--- src/rtl/pulse_conditioner_if.sv ---
// Signal bundle between the raw-input source and the pulse conditioner.
// The master drives the raw level and glitch clear; the slave returns the conditioned outputs.
interface pulse_conditioner_if #(
  parameter int GLITCH_W = 8
);
  logic                i_in;
  logic                i_glitch_clr;
  logic                o_pulse;
  logic                o_level;
  logic [GLITCH_W-1:0] o_glitch_count;

  modport master (
    output i_in, i_glitch_clr,
    input  o_pulse, o_level, o_glitch_count
  );

  modport slave (
    input  i_in, i_glitch_clr,
    output o_pulse, o_level, o_glitch_count
  );
endinterface

--- src/rtl/pulse_conditioner.sv ---
// Synchronises a raw input, debounces it over FILTER_CYCLES samples, emits a one-cycle pulse
// per qualified rising edge and keeps a saturating count of rejected glitches.
module pulse_conditioner #(
  parameter int SYNC_STAGES   = 2,
  parameter int FILTER_CYCLES = 4,
  parameter int FILTER_W      = 8,
  parameter int GLITCH_W      = 8
) (
  input  logic clk,
  input  logic rst,
  pulse_conditioner_if.slave bus
);
  typedef enum logic [1:0] {
    LOW       = 2'd0,
    RISE_QUAL = 2'd1,
    HIGH      = 2'd2,
    FALL_QUAL = 2'd3
  } state_t;

  localparam logic [FILTER_W-1:0] C_LAST = FILTER_W'(FILTER_CYCLES - 1);
  localparam logic [GLITCH_W-1:0] C_GMAX = '1;

  logic [SYNC_STAGES-1:0] r_sync;
  logic                   w_s;
  state_t                 r_state, w_state_nxt;
  logic [FILTER_W-1:0]    r_cnt, w_cnt_nxt;
  logic                   r_level, w_level_nxt;
  logic                   r_pulse, w_pulse_nxt;
  logic                   w_glitch;
  logic [GLITCH_W-1:0]    r_gcnt;

  assign w_s = r_sync[SYNC_STAGES-1];

  always_ff @(posedge clk or posedge rst) begin
    if (rst) r_sync <= '0;
    else     r_sync <= {r_sync[SYNC_STAGES-2:0], bus.i_in};
  end

  always_ff @(posedge clk or posedge rst) begin
    if (rst) begin
      r_state <= LOW;
      r_cnt   <= '0;
      r_level <= 1'b0;
      r_pulse <= 1'b0;
    end else begin
      r_state <= w_state_nxt;
      r_cnt   <= w_cnt_nxt;
      r_level <= w_level_nxt;
      r_pulse <= w_pulse_nxt;
    end
  end

  // cnt tracks how many consecutive samples have disagreed with the accepted level
  always_comb begin
    w_state_nxt = r_state;
    w_cnt_nxt   = r_cnt;
    w_level_nxt = r_level;
    w_pulse_nxt = 1'b0;
    w_glitch    = 1'b0;
    case (r_state)
      LOW: begin
        if (w_s) begin
          w_state_nxt = RISE_QUAL;
          w_cnt_nxt   = FILTER_W'(1);
        end
      end
      RISE_QUAL: begin
        if (!w_s) begin
          w_state_nxt = LOW;
          w_cnt_nxt   = '0;
          w_glitch    = 1'b1;
        end else if (r_cnt == C_LAST) begin
          w_state_nxt = HIGH;
          w_cnt_nxt   = '0;
          w_level_nxt = 1'b1;
          w_pulse_nxt = 1'b1;
        end else begin
          w_cnt_nxt   = r_cnt + 1'b1;
        end
      end
      HIGH: begin
        if (!w_s) begin
          w_state_nxt = FALL_QUAL;
          w_cnt_nxt   = FILTER_W'(1);
        end
      end
      FALL_QUAL: begin
        if (w_s) begin
          w_state_nxt = HIGH;
          w_cnt_nxt   = '0;
          w_glitch    = 1'b1;
        end else if (r_cnt == C_LAST) begin
          w_state_nxt = LOW;
          w_cnt_nxt   = '0;
          w_level_nxt = 1'b0;
        end else begin
          w_cnt_nxt   = r_cnt + 1'b1;
        end
      end
      default: begin
        w_state_nxt = LOW;
        w_cnt_nxt   = '0;
        w_level_nxt = 1'b0;
      end
    endcase
  end

  // clear takes priority over a coincident glitch
  always_ff @(posedge clk or posedge rst) begin
    if (rst)                                r_gcnt <= '0;
    else if (bus.i_glitch_clr)              r_gcnt <= '0;
    else if (w_glitch && r_gcnt != C_GMAX)  r_gcnt <= r_gcnt + 1'b1;
  end

  assign bus.o_pulse        = r_pulse;
  assign bus.o_level        = r_level;
  assign bus.o_glitch_count = r_gcnt;
endmodule

--- src/flat_wrapper.sv ---
// flat-port wrapper written by rule: the top's interface ports become plain ports
module pulse_conditioner_flat 
#(
  parameter int SYNC_STAGES   = 2,
  parameter int FILTER_CYCLES = 4,
  parameter int FILTER_W      = 8,
  parameter int GLITCH_W      = 8
)
  (clk, rst, bus_i_in, bus_i_glitch_clr, bus_o_pulse, bus_o_level, bus_o_glitch_count);
  pulse_conditioner_if #(.GLITCH_W(GLITCH_W)) bus_i ();
  input  logic clk;
  input  logic rst;
  input wire logic [$bits(bus_i.i_in)-1:0] bus_i_in;
  input wire logic [$bits(bus_i.i_glitch_clr)-1:0] bus_i_glitch_clr;
  output wire logic [$bits(bus_i.o_pulse)-1:0] bus_o_pulse;
  output wire logic [$bits(bus_i.o_level)-1:0] bus_o_level;
  output wire logic [$bits(bus_i.o_glitch_count)-1:0] bus_o_glitch_count;
  assign bus_i.i_in = bus_i_in;
  assign bus_i.i_glitch_clr = bus_i_glitch_clr;
  assign bus_o_pulse = bus_i.o_pulse;
  assign bus_o_level = bus_i.o_level;
  assign bus_o_glitch_count = bus_i.o_glitch_count;
  pulse_conditioner #(.SYNC_STAGES(SYNC_STAGES), .FILTER_CYCLES(FILTER_CYCLES), .FILTER_W(FILTER_W), .GLITCH_W(GLITCH_W)) u_core (.clk(clk), .rst(rst), .bus(bus_i));
endmodule
--- config.mk ---
export PLATFORM = sky130hd
export DESIGN_NAME = pulse_conditioner_flat
export DESIGN_NICKNAME = d
export VERILOG_FILES = /design/src/rtl/pulse_conditioner_if.sv /design/src/rtl/pulse_conditioner.sv /design/src/flat_wrapper.sv
export SDC_FILE = /design/constraint.sdc
export NUM_CORES = 1
export LEC_CHECK = 0
export ABC_AREA = 1
export ABC_CLOCK_PERIOD_IN_PS = 1800
export CORE_MARGIN = 5
export CORE_UTILIZATION = 40
export DETAILED_ROUTE_END_ITERATION = 10
export DONT_BUFFER_PORTS = 1
export PLACE_DENSITY = 0.58
export SYNTH_ARGS = -nofsm -noshare
export SYNTH_HDL_FRONTEND = slang
export SYNTH_SLANG_ARGS = --single-unit
--- constraint.sdc ---
create_clock -name clk -period 1.8 [get_ports clk]
set_input_delay 0.27 -clock clk [delete_from_list [all_inputs] [get_ports clk]]
set_output_delay 0.27 -clock clk [all_outputs]
set_load 0.01 [all_outputs]
==> out/metrics.cfg, run 1 <==
[outcome]
status = complete, no violations

[die]
placementRows = 20
core-area_um2 = 3000
initial_utilization = 0.408
dieArea_um2 = 4270
ioPinCount = 14
die_h_um = 65.3
die_x_um = 65.3

[synthesis]
netlist_top_cells_count = nand2_1 (58), dfrtp_1 (22), inv_1 (14), nand3_1 (12), nor2_1 (12)
synth_edf_count = 0
netlist.area_leader.share = 0.450
yosysSeqAreaShare = 0.450
synth_xor_area_frac = 0.0143
ys.flop_type = dfrtp_1
yosysMostFrequentCell = nand2_1
ys_ff_latch = 22
syn_nets = 167
syn_area_um2 = 1220
synth-compound-area-share = 0.0215
synth_adder_area_share = 0.0204
synth_top_area_cell = dfrtp_1
syn_area_per_cell_um2 = 7.60
synth_area_leaders = dfrtp_1 (45%), nand2_1 (18%), nand3_1 (4.9%)
synth_top_family_by_area = simple AND/OR/NAND/NOR gates
postSynthCellCount = 161
yosys.area_share.simple = 0.423
ys_warn_count = 0
synthArstFlopShare = 1.00
muxShareOfSynthArea = 0
synth_cell_types = 22

[critical_path]
endpoint_kind = register
cp_top_family = simple AND/OR/NAND/NOR gates
arrival_ns = 1.71
worst_setup_path_start_kind = register
cpMostUsedCell = nand2_1
path_max_fanout = 8
path_buf_inv = 1
cp.required_ns = 2.05
slowest_stage = dfrtp_1
r2r_cells = 9
crit_chain = ha_1, nand2_1, nor2_2, nand2_1, nand2_1, inv_2, nor2_8, nand2_1, nand2_1
critPathKind = reg -> reg
max_stage_delay_ns = 0.48
crit_cells = 9

[finish]
stdcell_area_um2 = 1360
drive_gt1_frac = 0.172
area_growth_syn_to_layout_pct = 10.7
utilization = 0.451
nNetsFinal = 176
stdcell_count = 202
insertedDiodeCount = 0

[pwr]
ir_drop_mv = 0.521
power_density_nw_per_um2 = 1090
finalPower_mw = 1.48
p_leak_nw = 0.698

[timing]
fmax_mhz = 686
setup-violations-final = 0
min_period_ns = 1.46
fin_ws_ns = 0.343
timing.final.crit_share = 0.810
skew_ns = 0.00664
hold-worst-slack_ns = 0.111
drv_slew = 0
rsz0062_at_grt = false
timing.final.hold_violations = 0
worst_slew_pin_slew_ns = 0.328
setup_tns_ns = 0
slew_headroom = 0.781

[clocking]
insertion_delay_ns = 0.31
cts_tree = yes
cts.repair.resized = 0
clk_pin_slew_ns = 0.13
clock_path_buffers = 2
cts-root-buf = clkbuf_4
numCtsBuffers = 3
htree_levels = 1
post_cts_buffers = 0
cts_sinks = 22

[global_routing]
grt_overflow = 0
grtUsageTotal = 0.123
antenna_found_initial = 0
grt_max_degree = 23
grt_pass1_wl_mm = 4.13
first_global_vias = 955

[placed_design]
gp_congestion = 0.843
port_buffers = 0
place_ws_ns = 0.369
place_area_um2 = 1270
place_hpwl_mm = 1.72
dpl.cell_count = 195

[hold_path]
holdPathStages = 3
hp-class = in -> reg

[drt]
wl_mm = 2.27
firstDrtPassIters = 4
vias = 983
routedWlPerCell_um = 11.2
drcViolationCount = 0
avgViaCountPerCell = 4.87
antenna_left = 0
drt_iter0_drc = 80

[flow_run]
maxCapViolations = 0

final cells by class:
class | instances | area (um2)
Inverter | 23 | 86.3
Timing Repair Buffer | 4 | 37.5
Fill cell | 297 | 1650
Multi-Input combinational cell | 116 | 587
Tap cell | 33 | 41.3
Clock inverter | 1 | 30.0
Clock buffer | 3 | 22.5
Sequential cell | 22 | 551
repair_timing:
| action | in CTS | in global routing |
|---|---|---|
| setup endpoints to repair | 0 | 0 |
| hold buffers | 3 | 0 |
| hold endpoints to repair | 24 | 0 |
worst paths after layout:
kind                                                                from                                  endpoint  slack (ns)
worst max-delay path            u_core.bus.o_glitch_count[0]$_DFFE_PP0P_  u_core.bus.o_glitch_count[4]$_DFFE_PP0P_        0.34
worst min-delay path                                    bus_i_glitch_clr  u_core.bus.o_glitch_count[7]$_DFFE_PP0P_        0.11
worst max register to register  u_core.bus.o_glitch_count[0]$_DFFE_PP0P_  u_core.bus.o_glitch_count[4]$_DFFE_PP0P_        0.34
worst min register to register                u_core.r_sync[0]$_DFF_PP0_                u_core.r_sync[1]$_DFF_PP0_        0.37
max in group asynchronous                                            rst  u_core.bus.o_glitch_count[4]$_DFFE_PP0P_        1.15
min in group asynchronous                                            rst                u_core.r_sync[0]$_DFF_PP0_        0.43
registers in the layout, summed over array words and instances (netlist names), named ones only:
name	cells
u_core.bus.o_glitch_count	8
u_core.bus.o_level	1
u_core.r_state	1
u_core.r_sync	2
u_core.bus.o_pulse	1
u_core.r_cnt	8
routing by layer:
| layer | GRT usage | wire [um] | part of all wire | vias to the layer above |
|---|---|---|---|---|
| met3 | 0.0308 | 69 | 0.030 | 2 |
| met2 | 0.200 | 1070 | 0.47 | 9 |
| li1 | - | - | - | 520 |
| met4 | 0.0389 | 14 | 0.0062 | 0 |
| met5 | 0 | 0 | 0 | - |
| met1 | 0.159 | 1110 | 0.49 | 452 |
logic make-up after synthesis:
group	count (synthesis)
simple gates	107
buf+inv	23
fa+ha+maj	2
xor+xnor	2
compound gates	5
flops	22
worst min-delay path, delay by kind of cell:
family        cells  cell delay (ns)
simple gates      3             0.13
report_power, final:
part           switching, mW  leakage (nW)  internal (mW)  total [mW]
sequential            0.0832         0.294          0.568       0.651
combinational          0.299         0.376          0.152       0.450
clock                  0.152        0.0279          0.225       0.377
total                  0.534         0.698          0.944        1.48
cells in the final DEF, fill, tap and decap left out, drive strengths merged:
cell         netlist  final
inv               23     23
ha                 2      2
clkbuf             0      3
buf                0      1
nand3             13     13
xor2               1      1
nand4              8      8
nand3b             1      1
nor2              19     19
o21ai              4      4
xnor2              1      1
nor3               2      2
or2                2      2
o22ai              1      1
dlygate4sd3        0      3
nand2             62     62
dfrtp             22     22
bufinv             0      1
Power figures use the tool's default switching activity.
==> run 2: changes to the inputs <==
--- a/config.mk
+++ b/config.mk
@@ -6,7 +6,7 @@
 export NUM_CORES = 1
 export LEC_CHECK = 0
 export ABC_AREA = 1
-export ABC_CLOCK_PERIOD_IN_PS = 1800
+export ABC_CLOCK_PERIOD_IN_PS = 1500
 export CORE_MARGIN = 5
 export CORE_UTILIZATION = 40
 export DETAILED_ROUTE_END_ITERATION = 10
==> constraint.sdc (replaced) <==
create_clock -name clk -period 1.5 [get_ports clk]
set_input_delay 0.225 -clock clk [delete_from_list [all_inputs] [get_ports clk]]
set_output_delay 0.225 -clock clk [all_outputs]
set_load 0.01 [all_outputs]
==> out/metrics.cfg, run 2 (synthesis gave the netlist of run 1 again) <==
[outcome]
status = complete, no violations

[global_routing]
first_global_vias = 949  ; -0.63%
globalRouteMet3Util = 0.0205  ; -0.0103
met1_usage = 0.165  ; +0.00644
grt_overflow = 0  ; unchanged
top_usage_layer = met2
use_met2 = 0.198  ; -0.00126
antenna_found_initial = 0  ; unchanged
grt_pass1_wl_mm = 4.16  ; +0.82%
grt_max_degree = 23  ; unchanged
grtUsageTotal = 0.124  ; +0.00145

[timing]
hold-worst-slack_ns = 0.0511  ; -0.0602 ns
fin_ws_ns = 0.0929  ; -0.250 ns
setup-violations-final = 0  ; unchanged
timing.final.hold_violations = 0  ; unchanged
timing.final.crit_share = 0.938  ; +0.128
skew_ns = 0.00780  ; +0.00116 ns
min_period_ns = 1.41  ; -0.0504 ns
fmax_mhz = 711  ; +3.6%
drv_slew = 0  ; unchanged
setup_tns_ns = 0  ; unchanged
slew_headroom = 0.773  ; -0.00745
worst_slew_pin_slew_ns = 0.339  ; +0.0111 ns

[die]
dieArea_um2 = 4270  ; unchanged
placementRows = 20  ; unchanged
initial_utilization = 0.408  ; unchanged
ioPinCount = 14  ; unchanged
die_x_um = 65.3  ; unchanged
die_h_um = 65.3  ; unchanged
core-area_um2 = 3000  ; unchanged

[critical_path]
r2r_cells = 7  ; -2
r2r_start = u_core.bus.o_glitch_count[0]$_DFFE_PP0P_
cp.required_ns = 1.72  ; -0.33 ns
max_stage_delay_ns = 0.40  ; -0.08 ns
worst_setup_path_start_kind = register
endpoint_kind = register
arrival_ns = 1.63  ; -0.08 ns
r2r-end = u_core.bus.o_glitch_count[4]$_DFFE_PP0P_
path_max_fanout = 3  ; -5
critPathKind = reg -> reg
cpMostUsedCell = nand2_1
r2r_slack_ns = 0.09  ; -0.25 ns
crit_chain = ha_1, nand2_1, nor2_2, buf_4, or2_2, nand4_1, nand2_1
slowest_stage = dfrtp_1

[finish]
drive_gt1_frac = 0.201  ; +0.0296
layout_common_cells = nand2_1 (58), dfrtp_1 (22), inv_1 (14)
insertedDiodeCount = 0  ; unchanged
utilization = 0.459  ; +0.00792
layout_commonest_cell = nand2_1
stdcell_count = 207  ; +2.5%
nNetsFinal = 181  ; +2.8%
stdcell_area_um2 = 1380  ; +1.8%
area_growth_syn_to_layout_pct = 12.7

[clocking]
numCtsBuffers = 3  ; unchanged
htree_levels = 1  ; unchanged
clk_pin_slew_ns = 0.13  ; about the same
cts_tree = yes
cts-root-buf = clkbuf_4
insertion_delay_ns = 0.31  ; about the same
clock_path_buffers = 2  ; unchanged
cts_sinks = 22  ; unchanged

[drt]
routedWlPerCell_um = 11.5  ; +2.1%
wl_mm = 2.37  ; +4.6%
avgViaCountPerCell = 4.95  ; +1.8%
firstDrtPassIters = 4  ; unchanged
drt_iter0_drc = 56  ; -30%
antenna_left = 0  ; unchanged
vias = 1025  ; +4.3%
drcViolationCount = 0  ; unchanged

[placed_design]
place_ws_ns = 0.120  ; -0.249 ns
dpl.cell_count = 198  ; +1.5%
gp_congestion = 0.772  ; -8.4%
place_hpwl_mm = 1.76  ; +2.3%
port_buffers = 0  ; unchanged
place_area_um2 = 1290  ; +1.8%

[pwr]
clockPowerShare = 0.195  ; -0.060
power_frac_seq = 0.444  ; +0.004
p_leak_nw = 0.715  ; +2.5%
power.switching_uw = 652  ; +22%
combPwrFrac = 0.361  ; +0.056
p_int_mw = 1.05  ; +11%
swShare = 0.383  ; +0.0221
power_density_nw_per_um2 = 1230  ; +13%
ir_drop_mv = 0.840  ; +61%
finalPower_mw = 1.70  ; +15%

[hold_path]
min_to = u_core.bus.o_glitch_count[5]$_DFFE_PP0P_
hp-class = in -> reg
holdPathStages = 3  ; unchanged
hold_path.startpoint = bus_i_glitch_clr

[flow_run]
maxCapViolations = 0  ; unchanged

run 2: power by group through the flow:
stage | logic (mW) | clock network [mW] | registers, mW
global route | 0.700 | 0.372 | 0.771
CTS | 0.597 | 0.345 | 0.762
global placement | 0.579 | 0 | 0.771
detailed placement | 0.583 | 0 | 0.775
floorplan | 0.452 | 0 | 0.777
finish | 0.614 | 0.332 | 0.755
run 2: area by class of cell:
type                            count  area [um2]
Fill cell                         310        1620
Timing Repair Buffer                9        75.1
Tap cell                           33        41.3
Inverter                           23        86.3
Multi-Input combinational cell    116         589
Clock buffer                        4        36.3
Sequential cell                    22         551
run 2: worst max path at each step:
stage	start	end	slack [ns]	cells after the start
final	u_core.bus.o_glitch_count[0]$_DFFE_PP0P_	u_core.bus.o_glitch_count[4]$_DFFE_PP0P_	0.09	7
after global placement	u_core.r_cnt[0]$_DFFE_PP0P_	u_core.r_cnt[6]$_DFFE_PP0P_	0.14	8
after floorplan	u_core.bus.o_glitch_count[0]$_DFFE_PP0P_	u_core.bus.o_glitch_count[5]$_DFFE_PP0P_	0.21	9
after global routing	u_core.bus.o_glitch_count[1]$_DFFE_PP0P_	u_core.bus.o_glitch_count[3]$_DFFE_PP0P_	-0.002	9
after detailed placement	u_core.r_cnt[0]$_DFFE_PP0P_	u_core.r_cnt[3]$_DFFE_PP0P_	0.12	8
after CTS	u_core.r_cnt[0]$_DFFE_PP0P_	u_core.r_cnt[3]$_DFFE_PP0P_	0.09	8
run 2: timing repair:
| item | in CTS | in global routing |
|---|---|---|
| endpoints found under the hold margin | 24 | 0 |
| setup endpoints to repair | 0 | 11 |
| hold buffers | 3 | 0 |
| resized for setup | 0 | 1 |
| setup buffers | 0 | 2 |
run 2: critical path, delay by kind of cell (launching register included):
kind,cells,cell delay (ns)
fa+ha+maj,1,0.20
buf+inv,1,0.13
flops,1,0.40
simple gates,5,0.58
run 2: routing by layer:
metal  vias up  share of wire
met5         -              0
met4         0          0.018
met3         6          0.035
met2        13           0.48
met1       476           0.46
li1        530              -
==> run 3: changes to the inputs <==
--- a/config.mk
+++ b/config.mk
@@ -5,7 +5,7 @@
 export SDC_FILE = /design/constraint.sdc
 export NUM_CORES = 1
 export LEC_CHECK = 0
-export ABC_AREA = 1
+export ABC_AREA = 0
 export ABC_CLOCK_PERIOD_IN_PS = 1500
 export CORE_MARGIN = 5
 export CORE_UTILIZATION = 40
==> out/metrics.cfg, run 3 <==
[pwr]
p_leak_nw = 0.719  ; +0.55%
power_density_nw_per_um2 = 1350  ; +9.5%
ir_drop_mv = 1.13  ; +35%

[synthesis]
yosysMostFrequentCell = dfrtp_1
synth_area_leaders = dfrtp_1 (51%), nand3_1 (3.7%), o21ai_0 (3.7%)
syn_area_um2 = 1070  ; -12%
synth_edf_count = 0  ; unchanged
syn_area_per_cell_um2 = 9.76  ; +28%
ys_ff_latch = 22  ; unchanged
netlist_top_cells_count = dfrtp_1 (22), nand2_1 (10), nand3_1 (8), nor2_1 (8), o21ai_0 (8)
netlist.area_leader.share = 0.513  ; +0.0629
syn_nets = 116  ; -31%
ys.flop_type = dfrtp_1
ys_warn_count = 0  ; unchanged
synth_top_area_cell = dfrtp_1
postSynthCellCount = 110  ; -32%
yosysSeqAreaShare = 0.513  ; +0.0629
synthArstFlopShare = 1.00  ; unchanged
synth_cell_types = 37  ; +68%

[global_routing]
grtUsageTotal = 0.161  ; +0.0374
antenna_found_initial = 0  ; unchanged
grt_pass1_wl_mm = 4.57  ; +10%
grt_max_degree = 23  ; unchanged
first_global_vias = 1004  ; +5.8%
grt_overflow = 0  ; unchanged

[placed_design]
port_buffers = 0  ; unchanged
place_area_um2 = 1380  ; +6.4%
gp_congestion = 0.818  ; +5.9%
place_hpwl_mm = 1.86  ; +6.1%
dpl.cell_count = 170  ; -14%
place_ws_ns = -0.159  ; -0.279 ns

[die]
die_x_um = 61.8  ; -5.4%
dieArea_um2 = 3820  ; -10%
placementRows = 18  ; -10%
die_h_um = 61.8  ; -5.4%
initial_utilization = 0.426  ; +0.0181
core-area_um2 = 2520  ; -16%
ioPinCount = 14  ; unchanged

[finish]
stdcell_count = 181  ; -13%
area_growth_syn_to_layout_pct = 49.1
nNetsFinal = 158  ; -13%
layout_commonest_cell = buf_4
drive_gt1_frac = 0.404  ; +0.203
stdcell_area_um2 = 1600  ; +16%
insertedDiodeCount = 0  ; unchanged
layout_common_cells = buf_4 (35), dfrtp_1 (20), nand2_1 (9)

[drt]
drt_iter0_drc = 25  ; -55%
vias = 974  ; -5.0%
firstDrtPassIters = 4  ; unchanged
antenna_left = 0  ; unchanged
drcViolationCount = 0  ; unchanged
avgViaCountPerCell = 5.38  ; +8.7%
routedWlPerCell_um = 14.3  ; +24%
wl_mm = 2.58  ; +8.8%

[timing]
slew_headroom = 0.755  ; -0.0182
min_period_ns = 1.66  ; +0.253 ns
drv_slew = 0  ; unchanged
skew_ns = 0.00240  ; -0.00540 ns
timing.final.crit_share = 1.11  ; +0.168
rsz0062_at_grt = true
hold-worst-slack_ns = 0.364  ; +0.313 ns
worst_slew_pin_slew_ns = 0.366  ; +0.0274 ns
timing.final.hold_violations = 0  ; unchanged
fmax_mhz = 602  ; -15%
setup-violations-final = 8  ; +8
setup_tns_ns = -0.600  ; -0.600 ns
fin_ws_ns = -0.160  ; -0.253 ns

[clocking]
clk_pin_slew_ns = 0.11  ; -0.02 ns
cts_tree = yes
numCtsBuffers = 3  ; unchanged
cts_sinks = 22  ; unchanged
htree_levels = 1  ; unchanged
insertion_delay_ns = 0.30  ; about the same
cts-root-buf = clkbuf_4
clock_path_buffers = 2  ; unchanged

[critical_path]
critPathKind = reg -> reg
worst_setup_path_start_kind = register
endpoint_kind = register
cp.required_ns = 1.72  ; about the same
path_max_fanout = 6  ; +3
arrival_ns = 1.88  ; +0.25 ns
r2r_slack_ns = -0.16  ; -0.25 ns

[hold_path]
hp-class = reg -> reg

[outcome]
status = finished with violations
failed_checks = setup timing

[flow_run]
maxCapViolations = 0  ; unchanged

## run 3: cell count changes in the layout (fill, tap and decap cells not counted), sizes merged, moves of 6 or more
cell,before,now
nor2,19,8
inv,23,5
buf,6,37
nand2,62,10
nand4,8,2
## run 3: worst paths after layout
| check | start | to | cells past startpoint |
|---|---|---|---|
| max | register | u_core.r_cnt[6]$_DFFE_PP0P_ | 4 |
| min | u_core.r_sync[0]$_DFF_PP0_ | u_core.r_sync[1]$_DFF_PP0_ | 0 |
| max reg2reg | register | u_core.r_cnt[6]$_DFFE_PP0P_ | 4 |
| min reg2reg | u_core.r_sync[0]$_DFF_PP0_ | u_core.r_sync[1]$_DFF_PP0_ | 0 |
| max in group asynchronous | rst | async pin | 3 |
| min in group asynchronous | rst | u_core.bus.o_glitch_count[1]$_DFFE_PP0P_ | 3 |
## run 3: stage by stage
| stage | util | total power, mW |
|---|---|---|
| 4_1_cts | 0.606 | 2.04 |
| 3_3_place_gp | 0.546 | 1.47 |
| 2_1_floorplan | - | 1.18 |
| 6_report | 0.634 | 2.16 |
| 5_1_grt | 0.634 | 2.31 |
| 3_5_place_dp | 0.546 | 1.49 |
## run 3: cells by family (layout without fill, tap and decap cells)
group | after synthesis | count (layout) | synth area share
and+or+nand+nor | 47 | 47 | 0.231
AOI/OAI and AO/OA | 26 | 26 | 0.160
adders and majority gates | 2 | 2 | 0.0233
muxes | 2 | 2 | 0.0186
xor gates and xnor gates | 3 | 3 | 0.0245
buffers and inverters | 8 | 49 | 0.0303
DFF | 22 | 22 | 0.513
## run 3: per-layer routing
layer  part of all wire  wire length, um  vias to the layer above  GRT usage
met5                  0                0                        -          0
met2               0.48             1230                       12      0.265
met3              0.045              117                        2     0.0558
met1               0.47             1210                      465      0.209
li1                   -                -                      495          -
met4             0.0074               19                        0     0.0303
## run 3: timing repair
| item | 4_1_cts | 5_1_grt |
|---|---|---|
| pin swaps | 6 | 15 |
| hold endpoints to repair | 31 | 0 |
| setup buffers | 1 | 3 |
| hold buffers | 3 | 0 |
| setup endpoints to repair | 18 | 16 |
| gates resized for setup | 12 | 13 |
## run 3: layout make-up
cell class	count	area (um2)
fill	205	922
sequential	22	553
timing repair buffer	40	315
inverter	5	18.8
tap	30	37.5
multi-input combinational	80	623
clock inverter	1	30.0
clock buffer	3	22.5
## run 3: where the power goes
part,internal [mW],switching [mW]
logic,0.494,0.466
registers,0.679,0.0884
clock network,0.270,0.166
## run 3: critical path, cell delays in order, from the launching register on
cell	delay, ns
dfrtp_2	0.47
xnor2_4	0.18
a311o_1	0.37
or4_4	0.43
o221ai_2	0.13
